==> src/rtl/usb_cmd_engine_if.sv <==
// mux_usb_interface: word-access port between the USB command engine (usb) and the memory mux (mux).
interface mux_usb_interface;
  logic [25:0] usb_addr;
  logic        usb_rd;
  logic        usb_wr;
  logic [31:0] usb_wr_data;
  logic        usb_wr_ready;
  logic [31:0] usb_rd_data;
  logic        usb_rd_valid;
  modport usb (output usb_addr, usb_rd, usb_wr, usb_wr_data, input usb_wr_ready, usb_rd_data, usb_rd_valid);
  modport mux (input usb_addr, usb_rd, usb_wr, usb_wr_data, output usb_wr_ready, usb_rd_data, usb_rd_valid);
endinterface

==> src/rtl/usb_cmd_engine.sv <==
// usb_cmd_engine: byte command stream to 32-bit mux reads/writes; status bytes only with USB_CMD_STATUS_EN.
module usb_cmd_engine (
  input  logic       clk,
  input  logic       rst,
  input  logic [7:0] rx_data,
  input  logic       rx_valid,
  output logic       rx_ready,
  output logic [7:0] tx_data,
  output logic       tx_valid,
  input  logic       tx_ready,
  mux_usb_interface.usb usb
);
  typedef enum logic [2:0] {IDLE, HDR, WR_COLLECT, WR_ISSUE, RD_ISSUE, RD_WAIT, RD_SEND, STATUS} state_t;
`ifdef USB_CMD_STATUS_EN
  localparam state_t DONE = STATUS;
`else
  localparam state_t DONE = IDLE;
`endif
  state_t      state_q, state_d;
  logic        is_wr_q, is_wr_d;
  logic [2:0]  cnt_q, cnt_d;
  logic [25:0] addr_q, addr_d;
  logic [15:0] len_q, len_d;
  logic [31:0] data_q, data_d;
  logic [7:0]  status_q, status_d;
  logic        rx_ready_q, rx_ready_d;
  logic        tx_valid_q, tx_valid_d;
  logic [7:0]  tx_data_q, tx_data_d;
  logic        usb_rd_q, usb_rd_d;
  logic        usb_wr_q, usb_wr_d;
  logic        rx_fire, tx_fire;
  assign rx_fire = rx_valid && rx_ready_q;
  assign tx_fire = tx_valid_q && tx_ready;
  always_comb begin
    state_d  = state_q;
    is_wr_d  = is_wr_q;
    cnt_d    = cnt_q;
    addr_d   = addr_q;
    len_d    = len_q;
    data_d   = data_q;
    status_d = status_q;
    case (state_q)
      IDLE: if (rx_fire) begin
        cnt_d    = '0;
        is_wr_d  = rx_data == 8'h02;
        status_d = 8'hEE;
        state_d  = (rx_data == 8'h01 || rx_data == 8'h02) ? HDR : DONE;
      end
      HDR: if (rx_fire) begin
        cnt_d = cnt_q + 3'd1;
        case (cnt_q)
          3'd0:    addr_d[7:0]   = rx_data;
          3'd1:    addr_d[15:8]  = rx_data;
          3'd2:    addr_d[23:16] = rx_data;
          3'd3:    addr_d[25:24] = rx_data[1:0];
          3'd4:    len_d[7:0]    = rx_data;
          default: len_d[15:8]   = rx_data;
        endcase
        if (cnt_q == 3'd5) begin
          cnt_d    = '0;
          status_d = 8'hA5;
          state_d  = len_d == 16'd0 ? DONE : is_wr_q ? WR_COLLECT : RD_ISSUE;
        end
      end
      WR_COLLECT: if (rx_fire) begin
        data_d = {rx_data, data_q[31:8]};
        cnt_d  = cnt_q == 3'd3 ? 3'd0 : cnt_q + 3'd1;
        state_d = cnt_q == 3'd3 ? WR_ISSUE : WR_COLLECT;
      end
      WR_ISSUE: if (usb.usb_wr_ready) begin
        addr_d  = addr_q + 26'd4;
        len_d   = len_q - 16'd1;
        state_d = len_q == 16'd1 ? DONE : WR_COLLECT;
      end
      RD_ISSUE: state_d = RD_WAIT;
      RD_WAIT: if (usb.usb_rd_valid) begin
        data_d  = usb.usb_rd_data;
        state_d = RD_SEND;
      end
      RD_SEND: if (tx_fire) begin
        cnt_d = cnt_q == 3'd3 ? 3'd0 : cnt_q + 3'd1;
        if (cnt_q == 3'd3) begin
          addr_d  = addr_q + 26'd4;
          len_d   = len_q - 16'd1;
          state_d = len_q == 16'd1 ? DONE : RD_ISSUE;
        end
      end
      default: if (tx_fire) state_d = IDLE;
    endcase
    // outputs are registered from the next state so they line up with it
    rx_ready_d = state_d == IDLE || state_d == HDR || state_d == WR_COLLECT;
    tx_valid_d = state_d == RD_SEND || state_d == STATUS;
    usb_rd_d   = state_d == RD_ISSUE;
    usb_wr_d   = state_d == WR_ISSUE;
    tx_data_d  = !tx_valid_d ? 8'h00 : state_d == STATUS ? status_d :
                 cnt_d[1] ? (cnt_d[0] ? data_d[31:24] : data_d[23:16]) :
                            (cnt_d[0] ? data_d[15:8]  : data_d[7:0]);
  end
  always_ff @(posedge clk) begin
    if (rst) begin
      state_q    <= IDLE;
      is_wr_q    <= 1'b0;
      cnt_q      <= '0;
      addr_q     <= '0;
      len_q      <= '0;
      data_q     <= '0;
      status_q   <= '0;
      rx_ready_q <= 1'b0;
      tx_valid_q <= 1'b0;
      tx_data_q  <= '0;
      usb_rd_q   <= 1'b0;
      usb_wr_q   <= 1'b0;
    end else begin
      state_q    <= state_d;
      is_wr_q    <= is_wr_d;
      cnt_q      <= cnt_d;
      addr_q     <= addr_d;
      len_q      <= len_d;
      data_q     <= data_d;
      status_q   <= status_d;
      rx_ready_q <= rx_ready_d;
      tx_valid_q <= tx_valid_d;
      tx_data_q  <= tx_data_d;
      usb_rd_q   <= usb_rd_d;
      usb_wr_q   <= usb_wr_d;
    end
  end
  assign rx_ready        = rx_ready_q;
  assign tx_valid        = tx_valid_q;
  assign tx_data         = tx_data_q;
  assign usb.usb_rd      = usb_rd_q;
  assign usb.usb_wr      = usb_wr_q;
  assign usb.usb_addr    = addr_q;
  assign usb.usb_wr_data = data_q;
endmodule

==> src/flat_wrapper.sv <==
// flat-port wrapper written by rule: the top's interface ports become plain ports
module usb_cmd_engine_flat 
  (clk, rst, rx_data, rx_valid, rx_ready, tx_data, tx_valid, tx_ready, usb_usb_addr, usb_usb_rd, usb_usb_wr, usb_usb_wr_data, usb_usb_wr_ready, usb_usb_rd_data, usb_usb_rd_valid);
  mux_usb_interface usb_i ();
  input  logic clk;
  input  logic rst;
  input  logic [7:0] rx_data;
  input  logic rx_valid;
  output logic rx_ready;
  output logic [7:0] tx_data;
  output logic tx_valid;
  input  logic tx_ready;
  output wire logic [$bits(usb_i.usb_addr)-1:0] usb_usb_addr;
  output wire logic [$bits(usb_i.usb_rd)-1:0] usb_usb_rd;
  output wire logic [$bits(usb_i.usb_wr)-1:0] usb_usb_wr;
  output wire logic [$bits(usb_i.usb_wr_data)-1:0] usb_usb_wr_data;
  input wire logic [$bits(usb_i.usb_wr_ready)-1:0] usb_usb_wr_ready;
  input wire logic [$bits(usb_i.usb_rd_data)-1:0] usb_usb_rd_data;
  input wire logic [$bits(usb_i.usb_rd_valid)-1:0] usb_usb_rd_valid;
  assign usb_usb_addr = usb_i.usb_addr;
  assign usb_usb_rd = usb_i.usb_rd;
  assign usb_usb_wr = usb_i.usb_wr;
  assign usb_usb_wr_data = usb_i.usb_wr_data;
  assign usb_i.usb_wr_ready = usb_usb_wr_ready;
  assign usb_i.usb_rd_data = usb_usb_rd_data;
  assign usb_i.usb_rd_valid = usb_usb_rd_valid;
  usb_cmd_engine u_core (.clk(clk), .rst(rst), .rx_data(rx_data), .rx_valid(rx_valid), .rx_ready(rx_ready), .tx_data(tx_data), .tx_valid(tx_valid), .tx_ready(tx_ready), .usb(usb_i));
endmodule
==> config.mk <==
export PLATFORM = sky130hd
export DESIGN_NAME = usb_cmd_engine_flat
export DESIGN_NICKNAME = d
export VERILOG_FILES = /design/src/rtl/usb_cmd_engine_if.sv /design/src/rtl/usb_cmd_engine.sv /design/src/flat_wrapper.sv
export SDC_FILE = /design/constraint.sdc
export NUM_CORES = 1
export LEC_CHECK = 0
export CORE_MARGIN = 1.5
export CORE_UTILIZATION = 27
export CTS_CLUSTER_SIZE = 8
export DETAILED_ROUTE_END_ITERATION = 8
export GPL_TIMING_DRIVEN = 0
export PLACE_DENSITY = 0.55
export SLEW_MARGIN = 20
export SYNTH_ARGS = -nofsm -noshare
export SYNTH_HDL_FRONTEND = slang
export SYNTH_SLANG_ARGS = --single-unit
==> constraint.sdc <==
create_clock -name clk -period 3.03 [get_ports clk]
set_clock_uncertainty 0.2 [all_clocks]
set_input_delay 0.606 -clock clk [delete_from_list [all_inputs] [get_ports clk]]
set_output_delay 0.606 -clock clk [all_outputs]
set_load 0.03 [all_outputs]
Yosys cells after proc, flatten, opt, wreduce, memory -nomap -nowiden
Index checks and enable logic that the tools add are counted.
- word-level logic and storage cells: 125
- output and inout bits: 70
- memory bits (read-only): 0
- latch bits: 0
- RAM bits: 0
- bits in registers: 101
- bits of input ports: 46
- memories: 0
- reductions and logical operators: 21
- eq/ne operators: 30
- divide/modulo/power cells: 0
- bitwise logic cells: 1
- shifts and indexed selects: 0
- order comparisons: 0
- multipliers: 0
- muxes and demuxes: 54
- add/sub/neg operators: 3
- operators with widths (operator ; number):
    $mux 8 ; 16
    $mux 26 ; 4
    $pmux 26 s3 ; 1
    $mux 16 ; 4
    $mux 32 ; 2
    $pmux 32 s2 ; 1
    $mux 3 ; 18
    $pmux 16 s3 ; 1
    $add 26x3->26 const B ; 1
    $eq 3x3->1 const B ; 8
    $reduce_and 6->1 ; 4
    $pmux 3 s7 ; 1
    $eq 3x2->1 const B ; 6
    $eq 16x1->1 const B ; 1
    $logic_not 16->1 ; 1
    $pmux 8 s2 ; 1
    $sub 16x1->16 const B ; 1
    $ne 2x1->1 const B ; 6
    $pmux 3 s4 ; 1
    $reduce_and 5->1 ; 2
    $eq 3x1->1 const B ; 3
    $logic_not 3->1 ; 3
    $eq 8x1->1 const B ; 1
    $eq 8x2->1 const B ; 1
    other kinds (12) ; 21

Logic depth before layout (Yosys ltp)
- depth after elaboration: 14
- depth in mapped cells: 11
- depth with buffers taken out: 8

Worst setup path before layout
Ideal clock, no wire load.
- path kind: reg-to-reg
- start: register u_core.cnt_q[2]
- end: register u_core.tx_data_q[1], in the netlist u_core.tx_data[1]
- setup time: 0.130 ns
- clock period less this slack: 2.459 ns
- path buffers: 2
- cell stages (with the launch flop): 11
- required time: 2.700 ns
- path slack: 0.571 ns
- arrival time: 2.129 ns
- cells stage by stage: dfxtp_1 > clkbuf_1 > inv_1 > ha_1 > nor2_1 > and2_1 > clkbuf_1 > o221a_2 > nor2_1 > o21ai_4 > a31oi_1
- longest elaborated chain between the ends: 14
- elaborated cells on any way between the ends: 40
- classes of those cells: 7 x eq/ne; 27 x mux; 1 x bitwise; 5 x reduce/logical
- RTL lines (item ; RTL line ; source):
    start, declared ; usb_cmd_engine.sv:21 ; logic [2:0] cnt_q, cnt_d;
    start signal, assigned ; usb_cmd_engine.sv:116 ; cnt_q <= cnt_d;
    $eq 3x1->1, or another cell as far along ; usb_cmd_engine.sv:51 ; case (cnt_q)
    $reduce_or 5->1 (no line) ; n/a ;
    $mux 8 ; usb_cmd_engine.sv:51 ;
    $mux 8 ; usb_cmd_engine.sv:49 ; HDR: if (rx_fire) begin
    $mux 8 ; usb_cmd_engine.sv:42 ; case (state_q)
    $logic_not 16->1 ; usb_cmd_engine.sv:62 ; state_d = len_d == 16'd0 ? DONE : is_wr_q ? WR_COLLECT : RD_ISSUE;
    $mux 3 ; usb_cmd_engine.sv:62 ;
    $mux 3 ; usb_cmd_engine.sv:59 ; if (cnt_q == 3'd5) begin
    $mux 3 ; usb_cmd_engine.sv:49 ;
    $pmux 3 s7 ; usb_cmd_engine.sv:42 ;
    $eq 3x3->1, on equally long branches ; usb_cmd_engine.sv:92, usb_cmd_engine.sv:95 ;
    $logic_or 1x1->1 ; usb_cmd_engine.sv:92 ; tx_valid_d = state_d == RD_SEND || state_d == STATUS;
    $not 1->1 (no line) ; n/a ;
    $reduce_or 2->1 (no line) ; n/a ;
    end signal, assigned ; usb_cmd_engine.sv:123 ; tx_data_q <= tx_data_d;
    end, declared ; usb_cmd_engine.sv:28 ; logic [7:0] tx_data_q, tx_data_d;
Several ways; a longest one is shown, not always the timed one. The select of a mux whose other input is x is not followed.
A chain may end at the register's enable or synchronous reset.

Final worst setup path
- start: register u_core.cnt_q[1]
- end: register u_core.addr_q[13], in the netlist u_core.usb.usb_addr[13]
- longest elaborated chain between the ends: 3
- elaborated cells on any way between the ends: 5
- classes of those cells: 4 x eq/ne; 1 x reduce/logical
- RTL lines (item ; RTL line ; source):
    $eq 3x1->1 or $eq 3x2->1 (tied branches) ; usb_cmd_engine.sv:51, usb_cmd_engine.sv:82 ;
    $ne 2x2->1 (no line) or $ne 2x1->1 (tied branches) ; n/a ;
    $reduce_and 6->1 (no line) * ; n/a ;
    end signal, assigned ; usb_cmd_engine.sv:117 ; addr_q <= addr_d;
    end, declared ; usb_cmd_engine.sv:22 ; logic [25:0] addr_q, addr_d;
Every way passes the cells marked *; elsewhere a longest branch is shown, timed or not.

==> impl_summary.md <==
Status
The flow ran to the end, and the final reports show no timing, DRC or antenna violations.

Layout
The finished cells cover 7552 um2. The layout cell share with drive strength beyond 1 is 7.497%. 0 antenna diodes ended up in the layout.

Relative to the synthesized area, the layout overhead comes to 31.76%. At the end of the flow, the number of nets in the layout was 917.

Worst setup path
Along the worst path, the maximum fanout reaches 10. The worst endpoint data arrival time is 2990 ps. The critical path in this run is classified as flip-flop to flip-flop. The endpoint class of the critical path is a flip-flop. STA classifies the critical path startpoint as a flip-flop. For the worst setup path, the data required time is 3100 ps.

Route
After detailed routing, the number of vias per cell comes to 5.476. The detail-routed net length per standard cell is 19.42 um. The count of nets left with antenna violations once routing finished came out at 0. For this block, the initial DRC count from the detailed router was 636. In the routed design, unresolved DRC markers number 0. After detailed routing, the total wire length is 22,170 um.

The count of vias placed by the detailed router is 6,254. The first TritonRoute pass finished after 5 iterations.

STA
The count of final max-slew check failures is 0. Adding up every negative setup slack in the final design gives 0 ps. The slack of the critical path is 113.6 ps. For this run, the top clock speed supported by timing is 342.9 MHz.

The total setup violations reported at the end of the flow is 0. Setup repair after global routing left no endpoint under its margin. The slew at the pin closest to its max-slew limit is 928.0 ps. The final number of hold-violating endpoints is 0. Subtracting the final worst setup slack from the clock period gives 2916 ps. The final worst-path cycle share is 96.25%. The worst slew margin relative to its limit is 37.56%.

Clock tree
Clock latency on the worst-skew pair, taken at its later pin, is 360 ps. The clock passes through at most 2 buffers. The H-tree was split into 3 levels. The count of hold-fix buffers inserted at cts is 0.

The clock root buffer is sky130_fd_sc_hd__clkbuf_16. Buffers inserted during clock tree synthesis total 9. The clock-pin slew reported for the worst setup and hold paths after clock tree synthesis is 70 ps.

The tree built by TritonCTS fans out to 101 sinks. TritonCTS built the clock tree.

Place
Detailed placement finished with a half-perimeter wire length of 16,300 um. The port buffer count is 114. The placed cell area is 7217 um2. At the placement stage, the worst setup path has a slack of -425.9 ps. The placer's final routability congestion estimate is 0.8781.

Synth
For this run, the leading register cell type out of synthesis is sky130_fd_sc_hd__dfxtp_1. The register bit total from synthesis is 101. In this run, synthesis inferred 0 flip-flops with an integrated enable. The count of yosys warnings during synthesis is 0.

The post-synthesis instance total is 736. The share of flip-flops with an asynchronous set or reset is 0%. The mean instance size in the synthesized netlist is 7.788 um2. The share of the yosys chip area belonging to registers is 35.28%. The most common cell in the synthesized netlist is sky130_fd_sc_hd__dfxtp_1. The biggest area consumer among synthesized cells is sky130_fd_sc_hd__dfxtp_1. In the post-synthesis netlist, the biggest area contributors are sky130_fd_sc_hd__dfxtp_1 35%, sky130_fd_sc_hd__nor2_1 5.4%, sky130_fd_sc_hd__a21oi_1 5.4%.

Sorting the synthesized cells by how often they occur yields 101 x sky130_fd_sc_hd__dfxtp_1, 83 x sky130_fd_sc_hd__nor2_1, 70 x sky130_fd_sc_hd__nand2_1. Counting every net in the synthesized netlist gives 791. Counting distinct cell types in the post-synthesis netlist gives 69. The top cell type by area accounts for 35.28% of the synthesized area.

The area of the mapped netlist is 5732 um2.

Floorplan
The vertical die dimension is 148.7 um. The die area is 22,110 um2. Pin placement for this block handled 116 I/O pins. The starting density of the core is 27.35%. The number of cell rows is 53. The core region is 20,960 um2. The horizontal die dimension is 148.7 um.

Min path
The worst hold path class is flip-flop to flip-flop.

Global routing
The maximum number of pins on one net before global-route repair is 18. The via count of the first global-routing pass is 5,727. The number of antenna violations at the first check in global routing came to 0.

The global-route wire length before repair is 33,750 um. The aggregate global-route resource usage is 20.00%. After global routing the overflow that remains totals 0.

Power and ir drop
The static leakage is 2.569 nW. The overall power is 2.647 mW. The peak supply drop is 0.2673 mV. Power spread over the standard cell area amounts to 350.5 nW/um2.

Run
The count of maximum capacitance violations is 0.
==> through the flow <==
step	utilization (%)	std cells	hold slack, ps
5_1_grt	36.04	1142	292.1
4_1_cts	35.79	1140	266.6
3_3_place_gp	34.44	1125	245.6
2_1_floorplan	-	736	241.1
6_report	36.04	1142	266.0
3_5_place_dp	34.44	1125	246.5
==> layer usage <==
| layer | up-vias | track usage [%] | wire length [um] |
|---|---|---|---|
| met5 | - | 0 | 0 |
| met4 | 0 | 7.624 | 549 |
| met3 | 42 | 3.067 | 1207 |
| met2 | 247 | 30.88 | 10070 |
| met1 | 2979 | 27.94 | 10350 |
| li1 | 2986 | - | - |
==> worst max-delay path, cell delays in order (launching register included) <==
cell and delay [ps]:
sky130_fd_sc_hd__dfxtp_1 450, sky130_fd_sc_hd__ha_1 220, sky130_fd_sc_hd__ha_2 280, sky130_fd_sc_hd__nand3_1 150
sky130_fd_sc_hd__or2_2 370, sky130_fd_sc_hd__a21oi_1 520, sky130_fd_sc_hd__buf_2 350, sky130_fd_sc_hd__a21oi_1 90
sky130_fd_sc_hd__a211oi_1 200
==> sequential cells by signal (all words and copies together) (netlist names), 3 cells and up <==
| signal | count |
|---|---|
| u_core.usb.usb_addr | 26 |
| u_core.len_q | 16 |
| u_core.cnt_q | 3 |
| u_core.status_q | 8 |
| u_core.tx_data | 8 |
| u_core.state_q | 3 |
| u_core.usb.usb_wr_data | 32 |
==> final timing paths <==
path	slack, ps	start	to	cells after the start
worst max-delay path	110	u_core.cnt_q[1]	u_core.usb.usb_addr[13]	8
worst min-delay path	270	u_core.usb.usb_addr[1]	u_core.usb.usb_addr[1]	2
worst max register to register	110	u_core.cnt_q[1]	u_core.usb.usb_addr[13]	8
worst min register to register	270	u_core.usb.usb_addr[1]	u_core.usb.usb_addr[1]	2
==> report_power, final <==
part           internal, mW  switching (mW)
clock network         0.585           0.544
registers              1.33         0.00633
logic                0.0773          0.0993
==> layout make-up <==
class / instances / area (um2)
Buffer: 50 / 232.7
Inverter: 15 / 56.30
Multi-Input combinational cell: 568 / 3446
Tap cell: 275 / 344.1
Fill cell: 2235 / 13400
Clock buffer: 10 / 239.0
Clock inverter: 6 / 43.79
Sequential cell: 101 / 2022
Timing Repair Buffer: 117 / 1169
==> cell families after synthesis <==
group | after synthesis | share of synthesized area (%)
and+or+nand+nor | 313 | 27.26
xor gates and xnor gates | 2 | 0.3057
buffers and inverters | 67 | 5.021
DFF | 101 | 35.28
muxes | 14 | 2.467
AOI/OAI and AO/OA | 230 | 27.70
adders and majority gates | 9 | 1.965
==> timing repair <==
item	in CTS	in global routing
buffers inserted	0	3
gates resized for setup	3	16
endpoints found under the setup margin	7	38
pin swaps	0	2
==> placed cells by master (no fill, tap or decap), drive strengths merged, types with 3 or more instances in the layout <==
master         count
a21oi             62
nand2             70
a31oi              8
nand3             32
buf               16
and2              33
clkinv             3
a22o               4
o31ai              9
o22ai             11
a22oi              9
a211o              5
nor4               9
o2111ai            4
o21bai             3
clkdlybuf4s50    112
o21ai             44
a211oi            20
o211ai             3
nor3              30
a221oi            27
nor3b              4
clkbuf            47
nand4             10
nand3b             3
inv               17
a2111oi            3
or4                3
nor2              84
ha                 9
and3               5
or3                8
nor2b             12
mux2i             13
a21o               3
dfxtp            101
No activity file was read; power rests on OpenSTA's default activity.
